`src/rtl/trap_pkg.sv`:
```
// Shared encodings for the trap sequencer: CSR-unit op codes, trap causes and FSM states.
package trap_pkg;

    localparam logic [2:0] OP_TRAP  = 3'b000;
    localparam logic [2:0] OP_MRET  = 3'b001;
    localparam logic [2:0] OP_CSRRW = 3'b101;
    localparam logic [2:0] OP_CSRRS = 3'b110;
    localparam logic [2:0] OP_CSRRC = 3'b111;

    localparam logic [4:0] CAUSE_EXT_INT = 5'b11011;
    localparam logic [4:0] CAUSE_SW_INT  = 5'b10011;
    localparam logic [4:0] CAUSE_ILLEGAL = 5'b00010;

    typedef enum logic [2:0] {
        StIdle,
        StIssue,
        StBusy,
        StGap,
        StResp
    } state_e;

    // Ops whose response is a PC redirect rather than CSR read data.
    function automatic logic is_redirect_op(logic [2:0] op);
        return (op == OP_TRAP) || (op == OP_MRET);
    endfunction

endpackage

```
`src/rtl/trap_sequencer.sv`:
```
// Trap sequencer: serialises core requests and interrupts onto the CSR-unit handshake and
// turns CSR faults into illegal-instruction traps. One response per accepted request.
// Optional build macro TRAP_SEQUENCER_STATS_EN enables the wrapping trap_count_o counter;
// without it trap_count_o is tied to zero.
module trap_sequencer
    import trap_pkg::*;
#(
    parameter int unsigned TIMEOUT_CYCLES = 4,
    parameter logic [4:0]  ILLEGAL_CAUSE  = CAUSE_ILLEGAL
) (
    input  logic        clk_i,
    input  logic        rst_i,
    input  logic        req_valid_i,
    output logic        req_ready_o,
    input  logic [2:0]  req_op_i,
    input  logic [11:0] req_addr_i,
    input  logic [31:0] req_wdata_i,
    input  logic [31:0] req_pc_i,
    input  logic        int_window_i,
    input  logic [31:0] int_pc_i,
    output logic        resp_valid_o,
    output logic [31:0] resp_data_o,
    output logic        resp_redirect_o,
    output logic        resp_fault_o,
    output logic        seq_error_o,
    output logic        csr_available_o,
    output logic [2:0]  csr_op_o,
    output logic [11:0] csr_addr_exception_o,
    output logic [31:0] csr_write_value_o,
    input  logic [31:0] csr_read_value_i,
    input  logic        csr_ext_int_pending_i,
    input  logic        csr_sw_int_pending_i,
    input  logic        csr_busy_i,
    input  logic        csr_fault_i,
    output logic [31:0] trap_count_o
);

    localparam logic [3:0] TimeoutLimit = 4'(TIMEOUT_CYCLES);

    state_e      state_q;
    logic [2:0]  op_q;
    logic [11:0] addr_q;
    logic [31:0] wdata_q;
    logic [31:0] pc_q;
    logic        conv_q;
    logic [3:0]  cnt_q;
    logic        req_ready_q;
    logic        csr_available_q;
    logic        resp_valid_q;
    logic [31:0] resp_data_q;
    logic        resp_redirect_q;
    logic        resp_fault_q;
    logic        seq_error_q;

    // Sequencer FSM; all outputs are registered and set alongside the state they belong to.
    always_ff @(posedge clk_i or posedge rst_i) begin
        if (rst_i) begin
            state_q         <= StIdle;
            op_q            <= '0;
            addr_q          <= '0;
            wdata_q         <= '0;
            pc_q            <= '0;
            conv_q          <= 1'b0;
            cnt_q           <= '0;
            req_ready_q     <= 1'b1;
            csr_available_q <= 1'b0;
            resp_valid_q    <= 1'b0;
            resp_data_q     <= '0;
            resp_redirect_q <= 1'b0;
            resp_fault_q    <= 1'b0;
            seq_error_q     <= 1'b0;
        end else begin
            resp_valid_q <= 1'b0;
            unique case (state_q)
                StIdle: begin
                    if (req_valid_i) begin
                        op_q            <= req_op_i;
                        addr_q          <= req_addr_i;
                        wdata_q         <= req_wdata_i;
                        pc_q            <= req_pc_i;
                        conv_q          <= 1'b0;
                        cnt_q           <= '0;
                        req_ready_q     <= 1'b0;
                        csr_available_q <= 1'b1;
                        state_q         <= StIssue;
                    end else if (int_window_i && (csr_ext_int_pending_i || csr_sw_int_pending_i)) begin
                        op_q            <= OP_TRAP;
                        addr_q          <= {7'b0, csr_ext_int_pending_i ? CAUSE_EXT_INT
                                                                        : CAUSE_SW_INT};
                        wdata_q         <= int_pc_i;
                        pc_q            <= int_pc_i;
                        conv_q          <= 1'b0;
                        cnt_q           <= '0;
                        req_ready_q     <= 1'b0;
                        csr_available_q <= 1'b1;
                        state_q         <= StIssue;
                    end
                end
                StIssue: begin
                    if (csr_busy_i) begin
                        state_q <= StBusy;
                    end else if (cnt_q + 4'd1 == TimeoutLimit) begin
                        // CSR unit never picked the op up: give up with a zero response.
                        seq_error_q     <= 1'b1;
                        resp_data_q     <= '0;
                        resp_redirect_q <= is_redirect_op(op_q);
                        resp_fault_q    <= conv_q;
                        resp_valid_q    <= 1'b1;
                        csr_available_q <= 1'b0;
                        state_q         <= StResp;
                    end else begin
                        cnt_q <= cnt_q + 4'd1;
                    end
                end
                StBusy: begin
                    if (!csr_busy_i) begin
                        if (csr_fault_i && !conv_q) begin
                            // Replay as an illegal-instruction trap at the faulting PC.
                            op_q            <= OP_TRAP;
                            addr_q          <= {7'b0, ILLEGAL_CAUSE};
                            wdata_q         <= pc_q;
                            conv_q          <= 1'b1;
                            csr_available_q <= 1'b0;
                            state_q         <= StGap;
                        end else begin
                            if (csr_fault_i) begin
                                seq_error_q <= 1'b1;
                            end
                            resp_data_q     <= csr_read_value_i;
                            resp_redirect_q <= is_redirect_op(op_q);
                            resp_fault_q    <= conv_q;
                            resp_valid_q    <= 1'b1;
                            csr_available_q <= 1'b0;
                            state_q         <= StResp;
                        end
                    end
                end
                StGap: begin
                    cnt_q           <= '0;
                    csr_available_q <= 1'b1;
                    state_q         <= StIssue;
                end
                StResp: begin
                    req_ready_q <= 1'b1;
                    state_q     <= StIdle;
                end
                default: begin
                    req_ready_q     <= 1'b1;
                    csr_available_q <= 1'b0;
                    state_q         <= StIdle;
                end
            endcase
        end
    end

`ifdef TRAP_SEQUENCER_STATS_EN
    logic [31:0] trap_count_q;

    // Count every trap-type response, including interrupts and converted faults.
    always_ff @(posedge clk_i or posedge rst_i) begin
        if (rst_i) begin
            trap_count_q <= '0;
        end else if (state_q == StResp && op_q == OP_TRAP) begin
            trap_count_q <= trap_count_q + 32'd1;
        end
    end

    assign trap_count_o = trap_count_q;
`else
    assign trap_count_o = '0;
`endif

    assign req_ready_o          = req_ready_q;
    assign resp_valid_o         = resp_valid_q;
    assign resp_data_o          = resp_data_q;
    assign resp_redirect_o      = resp_redirect_q;
    assign resp_fault_o         = resp_fault_q;
    assign seq_error_o          = seq_error_q;
    assign csr_available_o      = csr_available_q;
    assign csr_op_o             = op_q;
    assign csr_addr_exception_o = addr_q;
    assign csr_write_value_o    = wdata_q;

endmodule

```
`config.mk`:
```
export PLATFORM = sky130hd
export DESIGN_NAME = trap_sequencer
export DESIGN_NICKNAME = d
export VERILOG_FILES = /design/src/rtl/trap_pkg.sv /design/src/rtl/trap_sequencer.sv
export SDC_FILE = /design/constraint.sdc
export NUM_CORES = 1
export LEC_CHECK = 0
export CAP_MARGIN = 20
export CORE_AREA = 2 2 135 137
export CTS_CLUSTER_SIZE = 40
export DETAILED_ROUTE_END_ITERATION = 8
export DIE_AREA = 0 0 137 139
export PLACE_DENSITY = 0.79
export SYNTH_ARGS = -nofsm -noshare
export SYNTH_HDL_FRONTEND = slang
export SYNTH_SLANG_ARGS = --single-unit
```
`constraint.sdc`:
```
create_clock -name clk_i -period 4.3 [get_ports clk_i]
set_clock_uncertainty 0.15 [all_clocks]
set_input_delay 0.86 -clock clk_i [delete_from_list [all_inputs] [get_ports clk_i]]
set_output_delay 0.86 -clock clk_i [all_outputs]
set_load 0.01 [all_outputs]
```
==> results summary <==
The worst path required time is 4490 ps. The number of detailed-routing iterations run before antenna repair came out at 4. The first-pass GRT wire length is 24700 um. Setup repair after global routing left no endpoint under its margin. 0 antenna diodes ended up in the layout. Once layout is complete, the utilization of the core stands at 0.530. The count of final hold-check violations came to 0. Of the synthesized area, sequential elements account for 0.491. The kind of critical path is in2reg. TritonCTS created 17 clock buffers. The placeable core area came out at 17700 um^2. The floorplan step set the die width to 137 um. The routability congestion estimate came out at 0.736. The final total negative setup slack is 0 ps.

The total via count in the routed design came out at 5020. The total congestion overflow after global routing is 0. The area share of the largest cell type after synthesis came out at 0.487. The top cell types in the final layout, fill and taps aside, are clkdlybuf4s50_1, mux2i_1, dfrtp_1, inv_1, a21oi_1.

For the worst-skew pair, the clock arrives at the later sink with an insertion delay of 400 ps. The pin slew with the least headroom to its limit came out at 987 ps. The arrival time at the worst endpoint is 2790 ps. The total setup buffers inserted after CTS is 0. The number of library cell types mapped by synthesis is 41.

The synthesized area per cell is 10.2 um^2. The cell sitting at the root of the clock tree is a clkbuf_16. The vertical die dimension is 139 um. The clock drives 125 sinks.

Entering global routing, the biggest net connects 97 pins. The remaining antenna violation count after routing is 0. The final routed DRC violation total is 0. For this run, the leading register cell type out of synthesis is dfrtp_1. The number of pins exceeding their max-slew limit in the final report came out at 0. The post-cts resize count is 0.

The die covers 19000 um^2. The fill cell instance count of the final layout came out at 1621. The design area came out at 9360 um^2.

Of all nets on the critical path, the largest fanout is 69. Sorting the synthesized cells by area gives the leading types as dfrtp_1, mux2i_1, a21oi_1. The net count of the finished layout is 1001.

The max capacitance violation total is 0. The ratio of cells with drive above 1 in the final layout came out at 0.0684. The total of flip-flops plus latches after synthesis came out at 125. The layout overhead on the synthesized area came out at 47.0%. The maximum clock rate is 384 MHz. The routed length per placed instance came out at 14.3 um.

The clock passes through at most 2 buffers. The ratio of routed vias to standard cells is 4.60. The total I/O pin count is 268. The library cell used most frequently in the layout, excluding fill and tap cells, is clkdlybuf4s50_1. The number of antenna violations at the first check in global routing came out at 0. The met1 capacity usage during global routing is 0.201. The detailed router's first-iteration violation count came out at 181. The minimum clock period after layout is 2600 ps. The run finished with clean final reports.

Clock-pin slew was measured on the worst setup and hold paths at 60 ps. The remaining max-slew budget at the tightest pin came out at 0.342. The overall global routing resource usage is 0.165.

The classification of the worst-slack hold path is reg2reg. For met3 alone, demand over resource in global routing was 0.0526. The clock tree from TritonCTS is done. The number of global-route vias before repair came to 4893.

The worst vdd rail ir drop came out at 344 uV. The initial core utilization is 0.361. The share of synthesized registers carrying an async set or reset came out at 1.00. The post-detailed-placement cell area came out at 8760 um^2. The global routing met2 resource utilization came out at 0.280. Buffers placed on the I/O ports in this run total 235. The detailed-route wire length came out at 15600 um.

The cell count after synthesis came out at 624. The count of hold-fix buffers inserted at cts is 0. STA classifies the critical path startpoint as an input port. The post-DP HPWL came out at 11400 um. The total setup violations reported at the end of the flow is 0. STA classifies the critical path endpoint as a flip-flop. The worst setup slack for register-to-register paths is 1960 ps.

The combined area of all synthesized cells came out at 6370 um^2. In this run the static leakage power is 4.51 nW. The number of enable-type register cells in the synthesized netlist is 0. In this run the power density over the cells is 638 nW/um^2.

The total number of H-tree levels is 4. In the finished design, the share of the clock period the worst path needs comes to 0.606. The largest area contributor in the synthesized netlist is dfrtp_1. The number of standard-cell rows in the floorplan is 49. The cell count after placement came out at 1059. The layer flagged by global routing as most heavily used is met2. The warning count from the yosys run came out at 0. The finished layout holds 1091 standard cells, fillers aside.
-- cells by family after synthesis --
logic type / share of synthesized area
buffers and inverters: 0.113
multiplexers: 0.208
flip-flops: 0.491
AND/OR/NAND/NOR: 0.0815
AO/OA/AOI/OAI: 0.102
adder cells (fa/ha/maj): 0.00196
other: 0.000589
XOR/XNOR: 0.00138
-- state kept, by name, summed over array words and instances, names as in the netlist, 3 cells and up --
name	cells
csr_write_value_o	32
pc_q	32
resp_data_o	32
csr_addr_exception_o	12
cnt_q	4
csr_op_o	3
state_q	3
-- where the power goes --
| part | internal (mW) | switching, mW | total, mW |
|---|---|---|---|
| clock network | 0.902 | 0.528 | 1.43 |
| logic | 1.31 | 1.20 | 2.51 |
| registers | 1.72 | 0.324 | 2.04 |
| total | 3.92 | 2.05 | 5.98 |
-- stage by stage --
stage / hold WS (ps) / worst slack, ps / power (mW)
floorplan: 339 / 1750 / 3.45
global placement: 303 / 1320 / 4.51
detailed placement: 306 / 1250 / 4.59
CTS: 320 / 1690 / 6.06
global route: 352 / 1500 / 6.39
finish: 315 / 1700 / 5.98
-- cell type report --
cell class	count	area [um^2]	share of cell area
clock buffer	20	467	0.0498
clock inverter	12	135	0.0144
inverter	72	274	0.0293
multi-input combinational	390	2650	0.283
sequential	125	3130	0.334
tap	229	287	0.0306
timing repair buffer	243	2420	0.259
-- critical path, stage by stage --
cell,delay [ps]
clkdlybuf4s50_1,500
o21ai_2,100
a2111oi_4,340
buf_4,590
o21ai_0,180
a21bo_2,230
-- metal layers --
metal / vias to the layer above / wire length (um)
li1: 2466 / -
met1: 2347 / 6490
met2: 195 / 7590
met3: 12 / 1410
met4: 0 / 137
met5: - / 0
-- final timing paths --
kind	startpoint	end	depth (start not counted)
worst max-delay path	csr_ext_int_pending_i	csr_addr_exception_o[4]	6
worst min-delay path	seq_error_o	seq_error_o	1
worst max register to register	state_q[1]	csr_write_value_o[19]	5
worst min register to register	seq_error_o	seq_error_o	1
max in group asynchronous	rst_i	req_ready_o	3
min in group asynchronous	rst_i	csr_write_value_o[5]	2
-- cell usage after synthesis, types with 2 or more instances --
| cell | n |
|---|---|
| a21oi_1 | 70 |
| inv_1 | 71 |
| nand2_1 | 37 |
| mux2_2 | 4 |
| buf_6 | 3 |
| dfrtp_1 | 124 |
| a21bo_2 | 3 |
| nand2b_1 | 2 |
| o21bai_1 | 2 |
| buf_4 | 38 |
| nor2b_1 | 4 |
| clkbuf_1 | 2 |
| o21ai_0 | 5 |
| a22o_1 | 13 |
| mux2i_1 | 128 |
| nor2_1 | 69 |
| buf_2 | 25 |
Note: power is estimated with default switching activity, not from simulation.
